File: config.mk
export PLATFORM = sky130hd
export DESIGN_NAME = decode_execute_reg
export DESIGN_NICKNAME = d
export VERILOG_FILES = /design/src/rtl/riscv_pkg.sv /design/src/rtl/pipe_reg.sv /design/src/rtl/decode_execute_reg.sv
export SDC_FILE = /design/constraint.sdc
export NUM_CORES = 1
export LEC_CHECK = 0
export ABC_AREA = 1
export BUFFER_PORTS_ARGS = -buffer_cell sky130_fd_sc_hd__buf_2
export CAP_MARGIN = 30
export CELL_PAD_IN_SITES_DETAIL_PLACEMENT = 1
export CELL_PAD_IN_SITES_GLOBAL_PLACEMENT = 1
export CORE_MARGIN = 10
export CORE_UTILIZATION = 29
export DETAILED_ROUTE_END_ITERATION = 12
export GPL_TIMING_DRIVEN = 1
export PLACE_DENSITY = 0.76
export SLEW_MARGIN = 5
export SYNTH_ARGS = -nofsm -noshare
export SYNTH_HDL_FRONTEND = slang
export SYNTH_SLANG_ARGS = --single-unit
File: constraint.sdc
create_clock -name clk -period 2.1 [get_ports clk]
set_input_delay 0.42 -clock clk [delete_from_list [all_inputs] [get_ports clk]]
set_output_delay 0.42 -clock clk [all_outputs]
set_load 0.02 [all_outputs]
File: src/rtl/riscv_pkg.sv
// Shared decode/execute types: the control bundle carried down the pipe and its bubble encoding.
package riscv_pkg;

    localparam logic [2:0] DMEM_WORD = 3'b100;
    localparam logic [2:0] R_NONE    = 3'b000;

    typedef struct packed {
        logic       RegWrite;
        logic [1:0] ResultSrc;
        logic       MemWrite;
        logic       ALUsrc;
        logic       Branch;
        logic       Jump;
        logic [3:0] ALUControl;
        logic [2:0] R_size;
        logic [2:0] DMem_size;
        logic       jalr;
        logic       lui;
        logic       load_ext_s;
        logic [2:0] funct3;
    } ctrl_t;

    // Idle decoder encoding: nothing written, nothing redirected, load size parked at word.
    localparam ctrl_t CTRL_BUBBLE = '{
        RegWrite:   1'b0,
        ResultSrc:  2'b00,
        MemWrite:   1'b0,
        ALUsrc:     1'b0,
        Branch:     1'b0,
        Jump:       1'b0,
        ALUControl: 4'b0000,
        R_size:     R_NONE,
        DMem_size:  DMEM_WORD,
        jalr:       1'b0,
        lui:        1'b0,
        load_ext_s: 1'b0,
        funct3:     3'b000
    };

endpackage

File: src/rtl/pipe_reg.sv
// Generic pipeline register with hold enable, synchronous clear-to-reset-value and async reset.
module pipe_reg #(
    parameter int unsigned      Width    = 1,
    parameter logic [Width-1:0] ResetVal = '0
) (
    input  logic             clk_i,
    input  logic             rst_ni,
    input  logic             en_i,
    input  logic             clr_i,
    input  logic [Width-1:0] d_i,
    output logic [Width-1:0] q_o
);

    logic [Width-1:0] q_d, q_q;

    // Clear wins over enable so a flush still lands while the stage is stalled.
    always_comb begin
        q_d = q_q;
        if (clr_i) begin
            q_d = ResetVal;
        end else if (en_i) begin
            q_d = d_i;
        end
    end

    always_ff @(posedge clk_i or negedge rst_ni) begin
        if (!rst_ni) begin
            q_q <= ResetVal;
        end else begin
            q_q <= q_d;
        end
    end

    assign q_o = q_q;

endmodule

File: src/rtl/decode_execute_reg.sv
// D->E pipeline register: control bundle + valid, datapath bundle, and a saturating bubble counter.
module decode_execute_reg
    import riscv_pkg::*;
#(
    parameter int unsigned DATA_WIDTH = 32,
    parameter int unsigned REG_AW     = 5,
    parameter int unsigned CNT_WIDTH  = 16
) (
    input  logic                  clk,
    input  logic                  rst_n,
    input  logic                  StallE,
    input  logic                  FlushE,
    input  logic                  ValidD,
    input  logic                  RegWriteD,
    input  logic [1:0]            ResultSrcD,
    input  logic                  MemWriteD,
    input  logic                  ALUsrcD,
    input  logic                  BranchD,
    input  logic                  JumpD,
    input  logic [3:0]            ALUControlD,
    input  logic [2:0]            R_sizeD,
    input  logic [2:0]            DMem_sizeD,
    input  logic                  jalrD,
    input  logic                  luiD,
    input  logic                  load_ext_sD,
    input  logic [2:0]            funct3D,
    input  logic [DATA_WIDTH-1:0] RD1D,
    input  logic [DATA_WIDTH-1:0] RD2D,
    input  logic [DATA_WIDTH-1:0] PCD,
    input  logic [DATA_WIDTH-1:0] PCPlus4D,
    input  logic [DATA_WIDTH-1:0] ImmExtD,
    input  logic [REG_AW-1:0]     RdD,
    input  logic [REG_AW-1:0]     Rs1D,
    input  logic [REG_AW-1:0]     Rs2D,
    output logic                  ValidE,
    output logic                  RegWriteE,
    output logic [1:0]            ResultSrcE,
    output logic                  MemWriteE,
    output logic                  ALUsrcE,
    output logic                  BranchE,
    output logic                  JumpE,
    output logic [3:0]            ALUControlE,
    output logic [2:0]            R_sizeE,
    output logic [2:0]            DMem_sizeE,
    output logic                  jalrE,
    output logic                  luiE,
    output logic                  load_ext_sE,
    output logic [2:0]            funct3E,
    output logic [DATA_WIDTH-1:0] RD1E,
    output logic [DATA_WIDTH-1:0] RD2E,
    output logic [DATA_WIDTH-1:0] PCE,
    output logic [DATA_WIDTH-1:0] PCPlus4E,
    output logic [DATA_WIDTH-1:0] ImmExtE,
    output logic [REG_AW-1:0]     RdE,
    output logic [REG_AW-1:0]     Rs1E,
    output logic [REG_AW-1:0]     Rs2E,
    output logic [CNT_WIDTH-1:0]  bubble_cnt
);

    localparam int unsigned CtrlW = $bits(ctrl_t) + 1;
    localparam int unsigned DataW = 5 * DATA_WIDTH + 3 * REG_AW;
    localparam logic [CtrlW-1:0] CtrlReset = {CTRL_BUBBLE, 1'b0};

    ctrl_t              ctrl_d;
    ctrl_t              ctrl_q;
    logic [CtrlW-1:0]   ctrl_bundle_q;
    logic [DataW-1:0]   data_d;
    logic [DataW-1:0]   data_q;
    logic               load_en;
    logic               bubble_in;
    logic [CNT_WIDTH-1:0] bubble_cnt_d, bubble_cnt_q;

    always_comb begin
        ctrl_d            = CTRL_BUBBLE;
        ctrl_d.RegWrite   = RegWriteD;
        ctrl_d.ResultSrc  = ResultSrcD;
        ctrl_d.MemWrite   = MemWriteD;
        ctrl_d.ALUsrc     = ALUsrcD;
        ctrl_d.Branch     = BranchD;
        ctrl_d.Jump       = JumpD;
        ctrl_d.ALUControl = ALUControlD;
        ctrl_d.R_size     = R_sizeD;
        ctrl_d.DMem_size  = DMem_sizeD;
        ctrl_d.jalr       = jalrD;
        ctrl_d.lui        = luiD;
        ctrl_d.load_ext_s = load_ext_sD;
        ctrl_d.funct3     = funct3D;
    end

    assign data_d = {RD1D, RD2D, PCD, PCPlus4D, ImmExtD, RdD, Rs1D, Rs2D};

    // An invalid decode slot is loaded as a full bubble, so E side effects always need ValidE.
    always_comb begin
        load_en   = ~StallE;
        bubble_in = FlushE | (~StallE & ~ValidD);
    end

    pipe_reg #(
        .Width    (CtrlW),
        .ResetVal (CtrlReset)
    ) u_ctrl_reg (
        .clk_i  (clk),
        .rst_ni (rst_n),
        .en_i   (load_en),
        .clr_i  (bubble_in),
        .d_i    ({ctrl_d, ValidD}),
        .q_o    (ctrl_bundle_q)
    );

    pipe_reg #(
        .Width    (DataW),
        .ResetVal ('0)
    ) u_data_reg (
        .clk_i  (clk),
        .rst_ni (rst_n),
        .en_i   (load_en),
        .clr_i  (bubble_in),
        .d_i    (data_d),
        .q_o    (data_q)
    );

    assign ctrl_q = ctrl_t'(ctrl_bundle_q[CtrlW-1:1]);
    assign ValidE = ctrl_bundle_q[0];

    assign RegWriteE   = ctrl_q.RegWrite;
    assign ResultSrcE  = ctrl_q.ResultSrc;
    assign MemWriteE   = ctrl_q.MemWrite;
    assign ALUsrcE     = ctrl_q.ALUsrc;
    assign BranchE     = ctrl_q.Branch;
    assign JumpE       = ctrl_q.Jump;
    assign ALUControlE = ctrl_q.ALUControl;
    assign R_sizeE     = ctrl_q.R_size;
    assign DMem_sizeE  = ctrl_q.DMem_size;
    assign jalrE       = ctrl_q.jalr;
    assign luiE        = ctrl_q.lui;
    assign load_ext_sE = ctrl_q.load_ext_s;
    assign funct3E     = ctrl_q.funct3;

    assign {RD1E, RD2E, PCE, PCPlus4E, ImmExtE, RdE, Rs1E, Rs2E} = data_q;

    always_comb begin
        bubble_cnt_d = bubble_cnt_q;
        if (bubble_in && (bubble_cnt_q != {CNT_WIDTH{1'b1}})) begin
            bubble_cnt_d = bubble_cnt_q + CNT_WIDTH'(1);
        end
    end

    always_ff @(posedge clk or negedge rst_n) begin
        if (!rst_n) begin
            bubble_cnt_q <= '0;
        end else begin
            bubble_cnt_q <= bubble_cnt_d;
        end
    end

    assign bubble_cnt = bubble_cnt_q;

endmodule
==> results of run 1 <==
[cell families (layout without fill, tap and decap cells)]
group,count (synthesis),after routing,share of synthesized area
adder cells (fa/ha/maj),1,1,0.001299
flip-flops,215,215,0.5588
AO/OA/AOI/OAI,202,202,0.1573
XOR/XNOR,3,3,0.002729
other,0,2,0
buffers and inverters,288,722,0.1264
AND/OR/NAND/NOR,315,315,0.1534
[tightest hold or removal path: cells and delay by family]
family | cells | cell delay (ps)
simple gates | 2 | 140
buf+inv | 1 | 80
[how the worst min path moves through the flow]
stage	depth (start not counted)	slack (ps)	end
floorplan	0	120	bubble_cnt[0]$_DFFE_PN0P_
global placement	2	450	u_data_reg.q_o[62]$_DFFE_PN0P_
detailed placement	2	460	u_data_reg.q_o[121]$_DFFE_PN0P_
CTS	3	120	u_ctrl_reg.q_o[9]$_DFFE_PN1P_
global route	3	150	u_ctrl_reg.q_o[9]$_DFFE_PN1P_
finish	3	150	u_ctrl_reg.q_o[9]$_DFFE_PN1P_
[metrics by stage]
stage	hold slack [ps]	cells	area, um2
5_1_grt	148.0	1901	13300
4_1_cts	122.4	1900	13300
2_1_floorplan	124.4	1024	9630
3_3_place_gp	451.2	1851	12340
6_report	152.9	1902	13310
3_5_place_dp	456.2	1851	12340
[cell usage in the layout, fill, tap and decap left out, drive strengths merged, types with 4 or more instances in the layout]
master    n
buf     449
inv     224
dfrtp   214
nand3   209
a21boi  197
nand2    71
clkbuf   37
nor2     26
nand4     6
clkinv    6
o21ai     5
bufinv    4
[final cells by class]
class	instances	share of cell area
sequential	215	0.4045
multi-input combinational	521	0.2279
timing repair buffer	451	0.1910
inverter	223	0.06366
clock buffer	36	0.05774
tap	442	0.04156
clock inverter	12	0.01335
antenna	2	0.0003762
[flip-flops by register name, indices dropped and copies added (netlist names)]
register        cells
bubble_cnt         16
u_data_reg.q_o    175
u_ctrl_reg.q_o     24
[routing by layer]
metal  global-route usage  vias to the layer above  routed length [um]
met2               0.3027                      222               18510
met5                    0                        -                   0
met3              0.04606                       54                2230
li1                     -                     4090                   -
met4              0.04583                        0                 934
met1               0.1826                     4322               13960
[power by group through the flow]
| stage | combinational (W) | clock, W | sequential [W] |
|---|---|---|---|
| after CTS | 0.00169 | 0.00504 | 0.00456 |
| after floorplan | 0.000561 | 0 | 0.00491 |
| after detailed placement | 0.00168 | 0 | 0.00463 |
| after global routing | 0.00181 | 0.00523 | 0.00459 |
| after global placement | 0.00164 | 0 | 0.00462 |
| final | 0.00166 | 0.00490 | 0.00456 |
==> reports/metrics.yaml, run 1 <==
wirelength_um: 35640
outcome: "completed"
max-clock-path-buffers: 3
worst_setup_path_endpoint: "bubble_cnt[9]$_DFFE_PN0P_"
initial_drc_count: 299
chipHeight_um: 202.2
detailedPlacementHpwl_um: 26960
total_power_w: 0.01113
worstHoldStart: "DMem_sizeD[2]"
count_of_different_cell_masters_after_synthesis: 24
syn_avg_cell_area_um2: 9.405
drc: 0
timing.critical_path.from: "bubble_cnt[0]$_DFFE_PN0P_"
timing.final.ws_setup_ps: 224.4
buffer_ports.inserted: 417
power.net_switching_w: 0.003104
timing.critical_path.max_delay_family: "simple AND/OR/NAND/NOR gates"
p_int_w: 0.008022
synth_largest_type_area_fraction: 0.5561
die_area_um2: 40900
pre_cts_slack_ps: 240.4
sequential_cell_area_um2: 5381
pin_count_of_the_biggest_net_entering_global_routing: 93
timing.critical_path.to_type: "flip-flop"
netlist_area_um2: 9630
synth-edff-count: 0
maxSlewHeadroom: 0.5082
synth_seq_cells: 215
grt.total_usage: 0.1652
post_cts_resize_count: 0
insertion_delay_ps: 540
power_switching_share: 0.2789
critical_path_peak_fanout: 11
clock_power_share: 0.440
synthDominantAreaCellType: "sky130_fd_sc_hd__dfrtp_1"
filler_cell_count: 3947
timing.hold.worst.class: "input port to flip-flop"
cts-root-buf: "sky130_fd_sc_hd__clkbuf_16"
core_area_um2: 32620
tritoncts: "done"
globalRoute.totalOverflow: 0
worst-endpoint-arrival_ps: 2340
number_of_global_route_vias_before_repair: 9497
tightestPinTransition_ps: 735.0
r2r_end: "bubble_cnt[9]$_DFFE_PN0P_"
top_flip_flop_cell_by_instance_count_after_synthesis: "sky130_fd_sc_hd__dfrtp_1"
clock_sinks: 215
final.setup.tns_ps: 0
clkSlewWorstSetupHoldPaths_ps: 60
worst_path_max_delay_cell: "sky130_fd_sc_hd__nor2_1"
peakVddDrop_mv: 0.5543
postSynth.asyncResetShare: 1.000
timing.final.max_slew_violations: 0
synthesis.nets: 1228
post_drt_wl_per_cell_um: 18.74
combPwrFrac: 0.149
fin_util: 0.4079
wp_buf_inv: 1
timing.clock.skew_ps: 14.80
global_route_wire_length_before_repair_um: 55140
cp_depth: 8
synth.yosys.seq_area_share: 0.5588
final_nets: 1642
detailroute.via_count: 8688
antenna_found_initial: 2
cts_max_level: 1
startpoint_to_endpoint_class_of_the_critical_path: "flip-flop to flip-flop"
finalSetupViolations: 0
maxClockFrequency_ghz: 0.5332
postCtsHoldBufs: 1
ys.warnings.count: 0
cap_violations: 0
firstDrtPassIters: 4
power_per_unit_of_standard_cell_area_nw_per_um2: 836.2
start_util: 0.2952
post_synth_inst_count: 1024
period_needed_ps: 1876
finalWeightedCongestion: 0.8001
r2r_setup_slack_ps: 220
die_w_um: 202.2
slowest_delay_ps: 570
critPathLaunchType: "flip-flop"
critical_path.cell_chain: "ha_1 -> inv_1 -> nor2_1 -> nand2_1 -> nor2_1 -> nor2_1 -> nand2_1 -> nand2_1"
via_per_inst: 4.568
syn_to_final_growth_pct: 38.16
multi_input_comb_area_um2: 3032
final_layout_size_suffix_gt1_frac: 0.3443
final_antenna_net_count: 0
reg_power_frac: 0.410
finalCritPeriodShare: 0.8932
number_of_ports_placed_on_the_die_boundary: 418
timing.reg2reg.worst_path_depth: 8
yosys.cell_count.top_type: "sky130_fd_sc_hd__inv_1"
report.final.hold_viol_count: 0
synthTopCellsByArea: "sky130_fd_sc_hd__dfrtp_1 56%, sky130_fd_sc_hd__nand3_1 11%, sky130_fd_sc_hd__inv_1 8.7%"
placement_rows: 66
cts_buffers: 26
worstPathRequired_ps: 2560
critical_path.reg2reg.startpoint: "bubble_cnt[0]$_DFFE_PN0P_"
grt_setup_unrepaired: "false"
number_of_buffers_added_for_setup_after_cts: 0
cellLeakagePower_nw: 8.436
post_synth_most_frequent_cells: "222 x sky130_fd_sc_hd__inv_1, 214 x sky130_fd_sc_hd__dfrtp_1, 209 x sky130_fd_sc_hd__nand3_1"
(Power assumes the default switching activity.)
==> run 2, diff against run 1 <==
CELL_PAD_IN_SITES_DETAIL_PLACEMENT = 0   (was 1)
PLACE_DENSITY = 0.75   (was 0.76)
==> run 2 against run 1 <==
Routed wire length shrank 7.1%. Clock power shrank 2%. Critical path depth is the same. Sequential power is essentially flat. Count of clock-buffer cells in the layout grew 2. Total power shrank 1.4%. Die area is the same. Final area shrank 0.94%. Worst hold slack lost 11 ps. Largest cell class unchanged. Fmax grew 3.8%. Via count shrank 2.7%.
==> reports/metrics.yaml, run 2 (synthesized netlist as in run 1, its figures left out) <==
critical_path_peak_fanout: 11  # unchanged
multi_input_comb_area_um2: 3032  # unchanged
timing.hold.worst.class: "input port to flip-flop"  # unchanged
final_nets: 1634  # was 1642
detailedPlacementHpwl_um: 24580  # was 26960 um
critPathLaunchType: "flip-flop"  # unchanged
globalRoute.totalOverflow: 0  # unchanged
drc: 0  # unchanged
antenna_found_initial: 5  # was 2
number_of_ports_placed_on_the_die_boundary: 418  # unchanged
power_per_unit_of_standard_cell_area_nw_per_um2: 832.6  # was 836.2 nW/um2
cts_max_level: 1  # unchanged
chipHeight_um: 202.2  # unchanged
final_antenna_net_count: 0  # unchanged
placement_rows: 66  # unchanged
firstDrtPassIters: 4  # unchanged
core_area_um2: 32620  # unchanged
number_of_global_route_vias_before_repair: 8559  # was 9497
worst-endpoint-arrival_ps: 2260  # was 2340 ps
pin_count_of_the_biggest_net_entering_global_routing: 79  # was 93
highest_layer: "met5"  # was met4
syn_to_final_growth_pct: 36.86  # was 38.16%
detailroute.via_count: 8455  # was 8688
outcome: "completed"  # unchanged
die_area_um2: 40900  # unchanged
initial_drc_count: 328  # was 299
startpoint_to_endpoint_class_of_the_critical_path: "flip-flop to flip-flop"  # unchanged
post_drt_wl_per_cell_um: 17.50  # was 18.74 um
wirelength_um: 33110  # was 35640 um
detailroute.wirelength.met3_um: 2349  # was 2230 um
sequential_cell_area_um2: 5381  # unchanged
timing.clock.skew_ps: 3.541  # was 14.80 ps
grt_setup_unrepaired: "false"  # unchanged
placedInstanceArea_um2: 12240  # was 12340 um2
finalWeightedCongestion: 0.7907  # was 0.8001
max-clock-path-buffers: 3  # unchanged
maxSlewHeadroom: 0.5406  # was 0.5082
cts-root-buf: "sky130_fd_sc_hd__clkbuf_16"  # unchanged
final_common_cell: "sky130_fd_sc_hd__buf_2"  # unchanged
die_w_um: 202.2  # unchanged
start_util: 0.2952  # unchanged
period_needed_ps: 1807  # was 1876 ps
detailroute.wirelength.met2_um: 16900  # was 18510 um
global_route_wire_length_before_repair_um: 50840  # was 55140 um
clkSlewWorstSetupHoldPaths_ps: 60  # about the same
finalCritPeriodShare: 0.8606  # was 0.8932
post_cts_resize_count: 0  # unchanged
timing.final.max_slew_violations: 0  # unchanged
via_per_inst: 4.469  # was 4.568
cellLeakagePower_nw: 8.375  # was 8.436 nW
tightestPinTransition_ps: 686.5  # was 735.0 ps
timing.critical_path.to_type: "flip-flop"  # unchanged
cap_violations: 0  # unchanged
buffer_ports.inserted: 417  # unchanged
grt.total_usage: 0.1540  # was 0.1652
final.setup.tns_ps: 0  # unchanged
peakVddDrop_mv: 0.6077  # was 0.5543 mV
cts_buffers: 26  # unchanged
largest_register_ffs: 175  # unchanged
finalSetupViolations: 0  # unchanged
insertion_delay_ps: 520  # was 540 ps
worstPathRequired_ps: 2550  # was 2560 ps
maxClockFrequency_ghz: 0.5533  # was 0.5332 GHz
final_layout_size_suffix_gt1_frac: 0.3389  # was 0.3443
report.final.hold_viol_count: 0  # unchanged
tritoncts: "done"  # unchanged
filler_cell_count: 3334  # was 3947
wl_met1_um: 12990  # was 13960 um
total_power_w: 0.01097  # was 0.01113 W
finish.instance_area_um2: 13180  # was 13310 um2
mostFrequentLayoutCells: "416 x sky130_fd_sc_hd__buf_2, 221 x sky130_fd_sc_hd__inv_1, 214 x sky130_fd_sc_hd__dfrtp_1, 209 x sky130_fd_sc_hd__nand3_1, 109 x sky130_fd_sc_hd__a21boi_1"  # unchanged
clock_sinks: 215  # unchanged
[run 2: power breakdown]
part / internal (W) / switching (W) / total [W]
clock: 0.00307 / 0.00175 / 0.00481
sequential: 0.00438 / 0.000173 / 0.00456
combinational: 0.000573 / 0.00103 / 0.00160
total: 0.00802 / 0.00295 / 0.0110
[run 2: what timing repair did]
item,CTS,global route
hold endpoints to repair,52,0
hold buffers,1,0
buffers inserted,0,0
endpoints found under the setup margin,0,0
[run 2: per-stage QoR]
step                hold WS, ps    util  setup WS, ps  instances
floorplan                 124.4       -         455.7       1024
global route              132.7  0.4041         75.38       1892
finish                    141.5  0.4041         292.8       1892
global placement          426.0  0.3751         293.8       1843
detailed placement        424.8  0.3751         289.7       1843
CTS                       106.5  0.4040         291.0       1891
[run 2: path summary, 6_finish.rpt]
check / cells past startpoint / start / slack [ps] / to
worst max-delay path: 8 / bubble_cnt[0]$_DFFE_PN0P_ / 290 / bubble_cnt[6]$_DFFE_PN0P_
worst min-delay path: 3 / DMem_sizeD[2] / 140 / u_ctrl_reg.q_o[9]$_DFFE_PN1P_
worst max register to register: 8 / bubble_cnt[0]$_DFFE_PN0P_ / 290 / bubble_cnt[6]$_DFFE_PN0P_
worst min register to register: 2 / u_data_reg.q_o[122]$_DFFE_PN0P_ / 460 / u_data_reg.q_o[122]$_DFFE_PN0P_
max in group asynchronous: 3 / rst_n / 1030 / u_ctrl_reg.q_o[0]$_DFFE_PN0P_
min in group asynchronous: 2 / rst_n / 460 / u_data_reg.q_o[155]$_DFFE_PN0P_
[run 2: cell type report]
class / count / area share
timing repair buffer: 443 / 0.1845
sequential: 215 / 0.4083
multi-input combinational: 521 / 0.2300
inverter: 223 / 0.06427
clock inverter: 9 / 0.01101
tap: 442 / 0.04196
clock buffer: 38 / 0.05971
antenna: 1 / 0.0001899
[run 2: per-layer routing]
| layer | global-route usage | vias up |
|---|---|---|
| li1 | - | 4076 |
| met1 | 0.1810 | 4075 |
| met2 | 0.2687 | 248 |
| met3 | 0.04398 | 48 |
| met4 | 0.04183 | 8 |
| met5 | 0 | - |
[run 2: critical path, stage by stage, from the launching register on]
cell and delay (ps):
sky130_fd_sc_hd__dfrtp_1 430, sky130_fd_sc_hd__ha_1 230, sky130_fd_sc_hd__inv_1 90, sky130_fd_sc_hd__nor2_1 50
sky130_fd_sc_hd__nand2_1 110, sky130_fd_sc_hd__nor2_1 80, sky130_fd_sc_hd__nor2_1 530, sky130_fd_sc_hd__nand2_1 110
sky130_fd_sc_hd__o21ai_1 100
